`src/rtl/uart_pkg.sv`:
```
// uart_pkg: shared types for uart_tx_fifo (launch FSM states, byte width)
package uart_pkg;
  localparam int DATA_W = 8;
  typedef enum logic [1:0] {
    S_IDLE      = 2'd0,
    S_LAUNCH    = 2'd1,
    S_WAIT_BUSY = 2'd2,
    S_WAIT_DONE = 2'd3
  } state_t;
endpackage

```
`src/rtl/uart_fifo_mem.sv`:
```
// uart_fifo_mem: 2**AW x DATA_W register array, one synchronous write port, async read port
module uart_fifo_mem import uart_pkg::*; #(parameter int AW = 4) (
  input  logic              clk,
  input  logic              we,
  input  logic [AW-1:0]     waddr,
  input  logic [DATA_W-1:0] wdata,
  input  logic [AW-1:0]     raddr,
  output logic [DATA_W-1:0] rdata
);
  logic [DATA_W-1:0] mem [2**AW];
  always_ff @(posedge clk)
    if (we) mem[waddr] <= wdata;
  assign rdata = mem[raddr];
endmodule

```
`src/rtl/uart_tx_fifo.sv`:
```
// uart_tx_fifo: byte FIFO + launch FSM feeding a UART transmitter, paced on tx_busy
// UART_TX_FIFO_CTS_EN: launches additionally gated on double-flop synchronised cts_n == 0
module uart_tx_fifo import uart_pkg::*; #(parameter int DEPTH_LOG2 = 4) (
  input  logic                  clk,
  input  logic                  resetb,
  input  logic [DATA_W-1:0]     wr_data,
  input  logic                  wr_en,
  output logic                  full,
  output logic                  empty,
  output logic [DEPTH_LOG2:0]   count,
  output logic                  overflow,
  input  logic                  clr_ovf,
  output logic [DATA_W-1:0]     tx_data,
  output logic                  we,
  input  logic                  tx_busy,
  output logic                  idle,
  input  logic                  cts_n
);
  localparam int DEPTH = 2**DEPTH_LOG2;
  state_t state, state_nxt;
  logic [DEPTH_LOG2-1:0] wr_ptr, rd_ptr;
  logic [DATA_W-1:0] rd_byte;
  logic push, pop, cts_ok;
`ifdef UART_TX_FIFO_CTS_EN
  logic [1:0] cts_sync;
  always_ff @(posedge clk or negedge resetb)
    if (!resetb) cts_sync <= 2'b11;
    else cts_sync <= {cts_sync[0], cts_n};
  assign cts_ok = !cts_sync[1];
`else
  logic unused_cts;
  assign unused_cts = cts_n;
  assign cts_ok = 1'b1;
`endif
  assign full  = count == (DEPTH_LOG2+1)'(DEPTH);
  assign empty = count == '0;
  assign idle  = empty && state == S_IDLE;
  assign we    = state == S_LAUNCH;
  // a pop in the same cycle frees a slot, so a write at full is still accepted
  assign push  = wr_en && (!full || pop);
  uart_fifo_mem #(.AW(DEPTH_LOG2)) u_mem (
    .clk   (clk),
    .we    (push),
    .waddr (wr_ptr),
    .wdata (wr_data),
    .raddr (rd_ptr),
    .rdata (rd_byte)
  );
  always_comb begin
    pop = state == S_IDLE && !empty && cts_ok;
    state_nxt = state;
    case (state)
      S_IDLE:      state_nxt = pop ? S_LAUNCH : S_IDLE;
      S_LAUNCH:    state_nxt = S_WAIT_BUSY;
      S_WAIT_BUSY: state_nxt = tx_busy ? S_WAIT_DONE : S_WAIT_BUSY;
      default:     state_nxt = tx_busy ? S_WAIT_DONE : S_IDLE;
    endcase
  end
  always_ff @(posedge clk or negedge resetb)
    if (!resetb) state <= S_IDLE;
    else state <= state_nxt;
  always_ff @(posedge clk or negedge resetb)
    if (!resetb) begin
      wr_ptr   <= '0;
      rd_ptr   <= '0;
      count    <= '0;
      overflow <= 1'b0;
      tx_data  <= '0;
    end else begin
      wr_ptr   <= wr_ptr + DEPTH_LOG2'(push);
      rd_ptr   <= rd_ptr + DEPTH_LOG2'(pop);
      count    <= count + (DEPTH_LOG2+1)'(push) - (DEPTH_LOG2+1)'(pop);
      overflow <= (wr_en && !push) || (overflow && !clr_ovf);
      if (pop) tx_data <= rd_byte;
    end
endmodule

```
`config.mk`:
```
export PLATFORM = sky130hd
export DESIGN_NAME = uart_tx_fifo
export DESIGN_NICKNAME = d
export VERILOG_FILES = /design/src/rtl/uart_pkg.sv /design/src/rtl/uart_fifo_mem.sv /design/src/rtl/uart_tx_fifo.sv
export SDC_FILE = /design/constraint.sdc
export NUM_CORES = 1
export LEC_CHECK = 0
export CAP_MARGIN = 20
export CORE_MARGIN = 2
export CORE_UTILIZATION = 59
export DETAILED_ROUTE_END_ITERATION = 6
export PLACE_DENSITY = 0.79
export SYNTH_ARGS = -nofsm -noshare
export SYNTH_HDL_FRONTEND = slang
export SYNTH_HIERARCHICAL = 1
export SYNTH_SLANG_ARGS = --single-unit
```
`constraint.sdc`:
```
create_clock -name clk -period 3.05 [get_ports clk]
set_clock_uncertainty 0.15 [all_clocks]
set_input_delay 0.61 -clock clk [delete_from_list [all_inputs] [get_ports clk]]
set_output_delay 0.61 -clock clk [all_outputs]
set_load 0.01 [all_outputs]
```
==> run metrics <==
Synthesized Nets=339; post-route fraction of the period consumed by the critical path=0.9524; max incr delay on CP=520 ps; total CTS buffers=17; Slowest cell on crit path=clkdlybuf4s50_1; proportion of synthesized area in mux cells=0.1449; number of pins with negative max-slew slack in the final report=0; fraction of layout instances using a drive strength above 1=0.2260; Yosys Warn Count=6; Avg Cell Area, Syn=19.83 um^2; CTS HTree Levels=4; number of antenna repair diodes=0; startpoint class of the critical path=register; slew of the pin with the lowest slew margin=789.0 ps; DPL Wire Length=7293 um; final estimated routing congestion in global placement=0.7441; static leakage=0.002615 uW; Horiz. Die Dim=106.2 um; clock slew at reported path FFs=70 ps; area share of xor/xnor cells in the synthesized design=0.01136; reg-to-reg setup timing slack=440 ps; Synth Cell Area=6167 um^2; count of port buffers added during placement=30; nets=400; maximum frequency from static timing analysis=0.3443 GHz; routed length per instance=21.69 um; maximum number of pins on one net before global-route repair=25; Synth Area in Adders=0.02962; critical path start-end classification=reg2out; DRC violation total after the first TritonRoute iteration=307; beginning of the worst register-to-register path=count[2]; Final Critical Period=2905 ps; RSZ-0062 raised after global routing=false; global-route wire length before repair=17480 um; start point of the critical path=count[2]; relative max-transition margin=0.4720; max-cap violations=0; Worst Hold Class=in2async; total core area=10230 um^2; status=finished, final reports clean; post-detailed-route DRC marker count=0; synth unique cells=35; CP max FO=3; proportion of synthesized chip area in sequential cells=0.7206; clock insertion delay at the later pin of the skew report=510 ps; area of the die=11290 um^2; worst IR drop on VDD=538.2 uV; overall overflow remaining after global route=0; ratio of total power to cell area=963.5 nW/um^2; number of rows in the core area=37; CP required=2290 ps; kind of capture point of the worst setup path=primary output; maximum buffer depth of the clock tree=2; die height=106.2 um; largest family of logic cells by synthesized area=multiplexers; DRT Wirelength=11300 um; Critical Path AT=2140 ps; most common library cell in the layout ignoring fill and taps=edfxtp_1; antenna violations before repair=0; end point of the critical path=idle; DR vias/cell=5.975; length of the first detailed-routing pass in iterations=7; Initial Utilization=0.6028; root buffer cell=clkbuf_8; area overhead of the layout relative to synthesis=18.30%; Synth Register Bits=152; TritonCTS clock tree=done; most used cells in the layout excluding fill and tap cells=128 x edfxtp_1, 30 x clkdlybuf4s50_1, 23 x dfrtp_1, 22 x buf_4, 18 x mux4_2; crit path cell chain=inv_1, ha_1, nor4b_4, and2_1, clkdlybuf4s50_1; final sum of negative setup slack=0 ps; worst r2r dst=count[3]; Hold Violations, Final=0; length in cells of the worst reg-to-reg path=10; global routing usage summed across all routing layers=0.2159; total number of vias=3113; Final Util=0.7131; setup violation total in the final timing report=0; CTS sink cnt=152; compound-cell area share of the yosys netlist=0.03124; number of global-route vias before repair=3145; remaining antenna violation count=0; cells after synthesis=311; Boundary Pins=32; area fraction in and, or, nand and nor cells after synthesis=0.03916
[worst min-delay path by stage]
stage	from	to	cells after the start
global route	resetb	count[1]	2
detailed placement	tx_data[4]	tx_data[4]	1
global placement	tx_data[4]	tx_data[4]	1
CTS	resetb	count[4]	2
floorplan	resetb	count[0]	0
finish	resetb	count[1]	2
[critical path: cells and delay by family (launching register included)]
family,cells,cell delay (ps)
simple gates,2,410
buf+inv,2,610
fa+ha+maj,1,210
flops,1,390
[cells by family (layout without fill, tap and decap cells)]
logic type	count (synthesis)	in the layout
buf+inv	22	96
mux	41	41
compound gates	26	26
simple gates	48	48
flops	152	152
fa+ha+maj	14	14
xor+xnor	8	8
[power breakdown]
| part | switching [uW] | leakage, uW | internal [uW] |
|---|---|---|---|
| registers | 270 | 0.00144 | 2620 |
| logic | 1040 | 0.000912 | 1150 |
| clock network | 846 | 0.000261 | 1100 |
[metal layers]
| layer | share of wire | routed length (um) | vias up | track usage |
|---|---|---|---|---|
| met4 | 0.0020 | 23 | 0 | 0.06767 |
| met2 | 0.52 | 5887 | 130 | 0.3507 |
| met3 | 0.058 | 652 | 2 | 0.04721 |
| met5 | 0 | 0 | - | 0 |
| li1 | - | - | 1369 | - |
| met1 | 0.42 | 4738 | 1612 | 0.2974 |
[what timing repair did]
action / 4_1_cts / 5_1_grt
gates cloned: 0 / 0
hold buffers: 0 / 0
endpoints found under the setup margin: 1 / 1
resized for setup: 1 / 1
buffers inserted: 0 / 0
[cell usage after synthesis]
master | count | area (um^2)
ha_1 | 13 | 162.7
buf_4 | 1 | 7.510
nand2_1 | 9 | 33.78
clkdlybuf4s25_2 | 3 | 30.03
inv_1 | 11 | 41.29
buf_6 | 3 | 33.78
nor2_1 | 16 | 60.06
mux2_4 | 5 | 75.07
and2b_1 | 1 | 7.510
o21ai_4 | 1 | 16.27
buf_8 | 1 | 15.01
o32ai_1 | 1 | 8.760
fa_1 | 1 | 20.02
nand2b_1 | 4 | 25.02
nor4b_1 | 1 | 8.760
buf_2 | 3 | 15.01
a21o_1 | 1 | 7.510
o21ai_0 | 3 | 15.01
mux4_1 | 14 | 367.9
a21oi_1 | 2 | 10.01
edfxtp_1 | 128 | 3844
or3b_4 | 1 | 11.26
and2_1 | 2 | 12.51
mux2_2 | 4 | 45.04
nor2b_1 | 3 | 18.77
nor3_1 | 4 | 20.02
a22oi_1 | 17 | 127.6
mux4_2 | 18 | 405.4
or3b_2 | 1 | 8.760
xor2_1 | 4 | 35.03
nand3_1 | 4 | 20.02
o21a_1 | 1 | 7.510
xnor2_1 | 4 | 35.03
dfrtp_1 | 24 | 600.6
nand3b_1 | 2 | 15.01
[layout make-up]
| cell class | instances | area (um^2) |
|---|---|---|
| flip-flops and latches | 152 | 4446 |
| fillers | 618 | 2935 |
| multi-input cells | 137 | 1595 |
| repair buffers | 53 | 485.5 |
| clock buffers | 17 | 414.1 |
| well taps | 136 | 170.2 |
| clock inverters | 15 | 143.9 |
| inverters | 11 | 41.29 |
[registers in the layout, indices dropped and copies added (netlist names)]
signal and flops:
state 2, rd_ptr 4, tx_data 8, u_mem/mem 128
wr_ptr 4, overflow 1, count 5
[through the flow]
stage               worst slack [ps]  area [um^2]  power [uW]  hold slack (ps)  cells
floorplan                      291.4         6167        4413            164.4    311
global placement               236.1         6723        5042            343.9    489
detailed placement             207.9         6723        5117            353.1    489
CTS                            73.46         7287        7081            319.5    521
global route                   34.17         7296        7374            339.3    521
finish                         145.3         7296        7029            326.5    521
No activity file was read; power rests on OpenSTA's default activity.
==> RTL edit 1, RTL diff (same flow settings) <==
Set the package constant `DATA_W` to 9 (it was 8).
--- a/src/rtl/uart_pkg.sv
+++ b/src/rtl/uart_pkg.sv
@@ -1,6 +1,6 @@
 // uart_pkg: shared types for uart_tx_fifo (launch FSM states, byte width)
 package uart_pkg;
-  localparam int DATA_W = 8;
+  localparam int DATA_W = 9;
   typedef enum logic [1:0] {
     S_IDLE      = 2'd0,
     S_LAUNCH    = 2'd1,
Ports: changed (resized tx_data and wr_data); port bits go from 32 to 34. No check against the original RTL was run, so the function may have changed too.
==> RTL edit 1 against the unedited design <==
- wire length grew 10%
- setup slack improved by 81 ps
- total power grew 10%
- highest routed layer unchanged
- largest cell class unchanged
- synthesized area increased by 11%
- final cell count is 6.0% higher
- hold slack better by 36 ps
- sequential cell count grew 17
- cell area increased by 9.5%
==> RTL edit 1: results (changes against the unedited design) <==
----------------------------------------------------
[Outcome]
  Result of the run ... finished clean (unchanged)

[Placed design]
  Count of buffers inserted at the top-level ports ... 32 (was 30)

[Finish]
  Final clock-cell share ... 7.80% (was 7.65%)
  Post-layout nets ... 425 (was 400)
  Share of post-route cells with drive strength above 1 ... 21.3% (was 22.6%)
  Non-clock buffer count in the final layout ... 52 (was 53)
  Fraction of standard cell area in multi-input logic ... 21.4% (was 21.9%)
  Signal buffers share of area ... 6.05% (was 6.65%)
  Proportion of cell area occupied by registers ... 62.0% (was 60.9%)
  FILL cells ... 701 (was 618)

[Routing]
  DRC violation total after the first TritonRoute iteration ... 357 (was 307)
  Routed len/inst ... 22.6 um (was 21.7 um)
  Total via count after detailed routing ... 3308 (was 3113)
  Amount of wire on met3 after detailed routing ... 933 um (was 652 um)
  Detailed-routing iteration count for the pre-antenna-repair pass ... 4 (was 7)
  Total met2 wirelength after detailed routing ... 6.38 mm (was 5.89 mm)
  Routed wire length ... 12.5 mm (was 11.3 mm)

[Logic synthesis]
  Distinct cell type count after synthesis ... 39 (was 35)
  Top post-synthesis cells by area ... edfxtp_1 (63%), dfrtp_1 (9.2%), mux4_2 (6.9%), mux4_1 (5.8%), ha_1 (2.4%) (was edfxtp_1 (62%), dfrtp_1 (9.7%), mux4_2 (6.6%), mux4_1 (6.0%), ha_1 (2.6%))
  Post-synth ARST share ... 14.8% (was 15.8%)
  Sequential fraction of the synthesis area ... 72.6% (was 72.1%)
  Post-synthesis net count ... 366 (was 339)
  Synthesized-area fraction occupied by xor and xnor cells ... 1.03% (was 1.14%)
  Fraction of the mapped netlist area in adder cells ... 2.68% (was 2.96%)
  Post-synthesis mux area share ... 14.6% (was 14.5%)
  Number of enable flip-flop cells after synthesis ... 144 (was 128)
  List of most frequent post-synthesis cells ... edfxtp_1 (144), dfrtp_1 (25), mux4_2 (21) (was edfxtp_1 (128), dfrtp_1 (24), mux4_2 (18))

[Critical path]
  Arrival time worst endpoint ... 2060 ps (was 2140 ps)

[Worst hold path]
  Worst hold path type ... register to register (was input port to asynchronous set/reset pin)

[Power and ir drop]
  Total net switching power ... 2.27 mW (was 2.16 mW)
  Share of power burned in registers ... 40.5% (was 41.1%)
  Cell leakage power ... 2.84 nW (was 2.62 nW)
  Power dissipated in the clock network ... 2.23 mW (was 1.95 mW)
  Worst ir drop on vdd ... 0.756 mV (was 0.538 mV)

[GRT]
  GRT Resource Usage Total ... 22.1% (was 21.6%)
  GR met3 Demand/Resource ... 6.31% (was 4.72%)
  Pin count of the biggest net entering global routing ... 39 (was 25)
  Via count of the first global-routing pass ... 3545 (was 3145)
  Met1 track utilization from global routing ... 29.0% (was 29.7%)

[Clocking]
  Total number of clock tree sinks ... 169 (was 152)
  Root Buffer ... clkbuf_16 (was clkbuf_8)
  Worst-Skew Late Latency ... 420 ps (was 510 ps)

[STA]
  Worst-case headroom to the max-slew limit ... 47.1% (was 47.2%)

----------------------------------------------------
## RTL edit 1: metrics by stage
stage	hold slack, ps	area (um^2)	power (mW)	util, %
after floorplan	164	6820	4.86	-
after global placement	344	7360	5.48	64.7
after detailed placement	353	7360	5.57	64.7
after CTS	370	7980	7.84	70.2
after global routing	381	7990	8.16	70.3
final	363	7990	7.77	70.3
## RTL edit 1: final timing paths
check,startpoint,to,slack [ps],cells after the start
max reg2reg,count[3],count[4],430,10
min,tx_data[8],tx_data[8],360,1
max,count[3],idle,230,5
min reg2reg,tx_data[8],tx_data[8],360,1
min in group asynchronous,resetb,count[1],410,2
max in group asynchronous,resetb,rd_ptr[0],2070,2
## RTL edit 1: logic make-up after synthesis
group / count (synthesis)
flip-flops: 169
XOR/XNOR: 8
AND/OR/NAND/NOR: 49
buffers and inverters: 23
multiplexers: 46
adder cells (fa/ha/maj): 14
AO/OA/AOI/OAI: 28
==> RTL edit 2, RTL diff (config.mk and constraints unchanged) <==
Made on the original files. The 4 states of `state_t` get a Gray code encoding in 2 bits.
--- a/src/rtl/uart_pkg.sv
+++ b/src/rtl/uart_pkg.sv
@@ -2,10 +2,10 @@
 package uart_pkg;
   localparam int DATA_W = 8;
   typedef enum logic [1:0] {
-    S_IDLE      = 2'd0,
-    S_LAUNCH    = 2'd1,
-    S_WAIT_BUSY = 2'd2,
-    S_WAIT_DONE = 2'd3
+    S_IDLE      = 2'b00,
+    S_LAUNCH    = 2'b01,
+    S_WAIT_BUSY = 2'b11,
+    S_WAIT_DONE = 2'b10
   } state_t;
 endpackage
 
Behaviour: no difference found for any inputs over 10 cycles, from zero or initial values and one cycle with resetb low; not proved beyond that.
==> RTL edit 2 against the unedited design <==
- synthesized area decreased by 0.75%
- hold slack worse by 4.5 ps
- non-clock buffer count down 3
- sequential cell count is the same
- wire length up 3.3%
- sequential share of layout area rose by 0.60 points
- cell area is 0.98% lower
- setup slack improved by 48 ps
- total power shrank 1.6%
- die area fell by 0.72%
- critical path type unchanged
- largest cell class unchanged
- largest power group unchanged
- highest routed layer unchanged
==> RTL edit 2: results (changes against the unedited design) <==
----------------------------------------------------
[Outcome]
  Result of the run ... finished clean (unchanged)

[Logic synthesis]
  Sequential fraction of the synthesis area ... 72.6% (was 72.1%)
  Top post-synthesis cells by area ... edfxtp_1 (63%), dfrtp_1 (9.8%), mux4_2 (6.6%), mux4_1 (6.0%), a22oi_1 (2.0%) (was edfxtp_1 (62%), dfrtp_1 (9.7%), mux4_2 (6.6%), mux4_1 (6.0%), ha_1 (2.6%))
  Cell count after synthesis ... 306 (was 311)
  List of most frequent post-synthesis cells ... edfxtp_1 (128), dfrtp_1 (24), mux4_2 (18) (unchanged)
  Post-synthesis net count ... 330 (was 339)
  Post-synthesis mux area share ... 14.6% (was 14.5%)

[Routing]
  DRC violation total after the first TritonRoute iteration ... 260 (was 307)
  Detailed-routing iteration count for the pre-antenna-repair pass ... 5 (was 7)

[Critical path]
  Arrival time worst endpoint ... 2100 ps (was 2140 ps)
  Slowest-stage cell, CP ... or4b_4 (was clkdlybuf4s50_1)

[Power and ir drop]
  Cell leakage power ... 2.59 nW (was 2.62 nW)
  Worst ir drop on vdd ... 0.446 mV (was 0.538 mV)

[Finish]
  Sequential cell count ... 152 (unchanged)
  Post-layout nets ... 389 (was 400)
  Final clock-cell share ... 7.66% (was 7.65%)
  Non-clock buffer count in the final layout ... 50 (was 53)
  CLK BUF ... 21 (was 17)
  Fin cells ... 514 (was 521)
  FILL cells ... 606 (was 618)
  Signal buffers share of area ... 6.37% (was 6.65%)
  Share of post-route cells with drive strength above 1 ... 21.4% (was 22.6%)
  Number of inverters outside the clock class in the layout ... 9 (was 11)
  Area of the multi-input gates ... 1560 um^2 (was 1600 um^2)

[Placed design]
  GP Congestion ... 0.790 (was 0.744)

[GRT]
  Pin count of the biggest net entering global routing ... 35 (was 25)

[STA]
  Slew at the pin closest to its max-slew limit ... 724 ps (was 789 ps)

----------------------------------------------------
-- RTL edit 2: cell count changes in the layout (fill, tap and decap cells not counted), sizes merged, moves of 2 or more --
| cell | unedited run | this run |
|---|---|---|
| inv | 17 | 11 |
| clkbuf | 17 | 22 |
| ha | 13 | 9 |
| nand2 | 9 | 13 |
| buf | 23 | 20 |
| clkdlybuf4s50 | 30 | 28 |
| o21ai | 4 | 2 |
-- RTL edit 2: path summary, 6_finish.rpt --
kind                       startpoint         end  slack (ps)  depth (start not counted)
max                          count[3]        idle         190                          6
max reg2reg                  count[3]    count[4]         220                         12
min                            resetb    count[1]         320                          2
min in group clk           tx_data[7]  tx_data[7]         370                          1
min reg2reg                tx_data[7]  tx_data[7]         370                          1
max in group asynchronous      resetb   rd_ptr[0]        2150                          2
-- RTL edit 2: power by group --
group	total [mW]	switching (mW)	internal (mW)	leakage, nW
clock	1.94	0.780	1.16	0.253
sequential	2.89	0.273	2.61	1.44
combinational	2.08	1.01	1.07	0.896
total	6.91	2.06	4.85	2.59
-- RTL edit 2: metrics by stage --
step                total power [mW]  instance area, um^2  utilization (%)  hold slack [ps]  setup WS (ps)
global placement                4.89                 6660             65.4              347            324
finish                          6.91                 7220             70.9              322            194
detailed placement              4.98                 6660             65.4              353            299
floorplan                       4.30                 6120                -              164            329
CTS                             6.96                 7220             70.9              318           21.0
global route                    7.24                 7220             70.9              327           20.9
-- RTL edit 2: routing by layer --
| metal | track usage, % | part of all wire, % | wire length (um) | vias up |
|---|---|---|---|---|
| li1 | - | - | - | 1346 |
| met1 | 28.9 | 39 | 4600 | 1623 |
| met2 | 38.6 | 52 | 6080 | 109 |
| met3 | 5.94 | 6.4 | 745 | 17 |
| met4 | 7.52 | 2.2 | 255 | 0 |
| met5 | 0 | 0 | 0 | - |
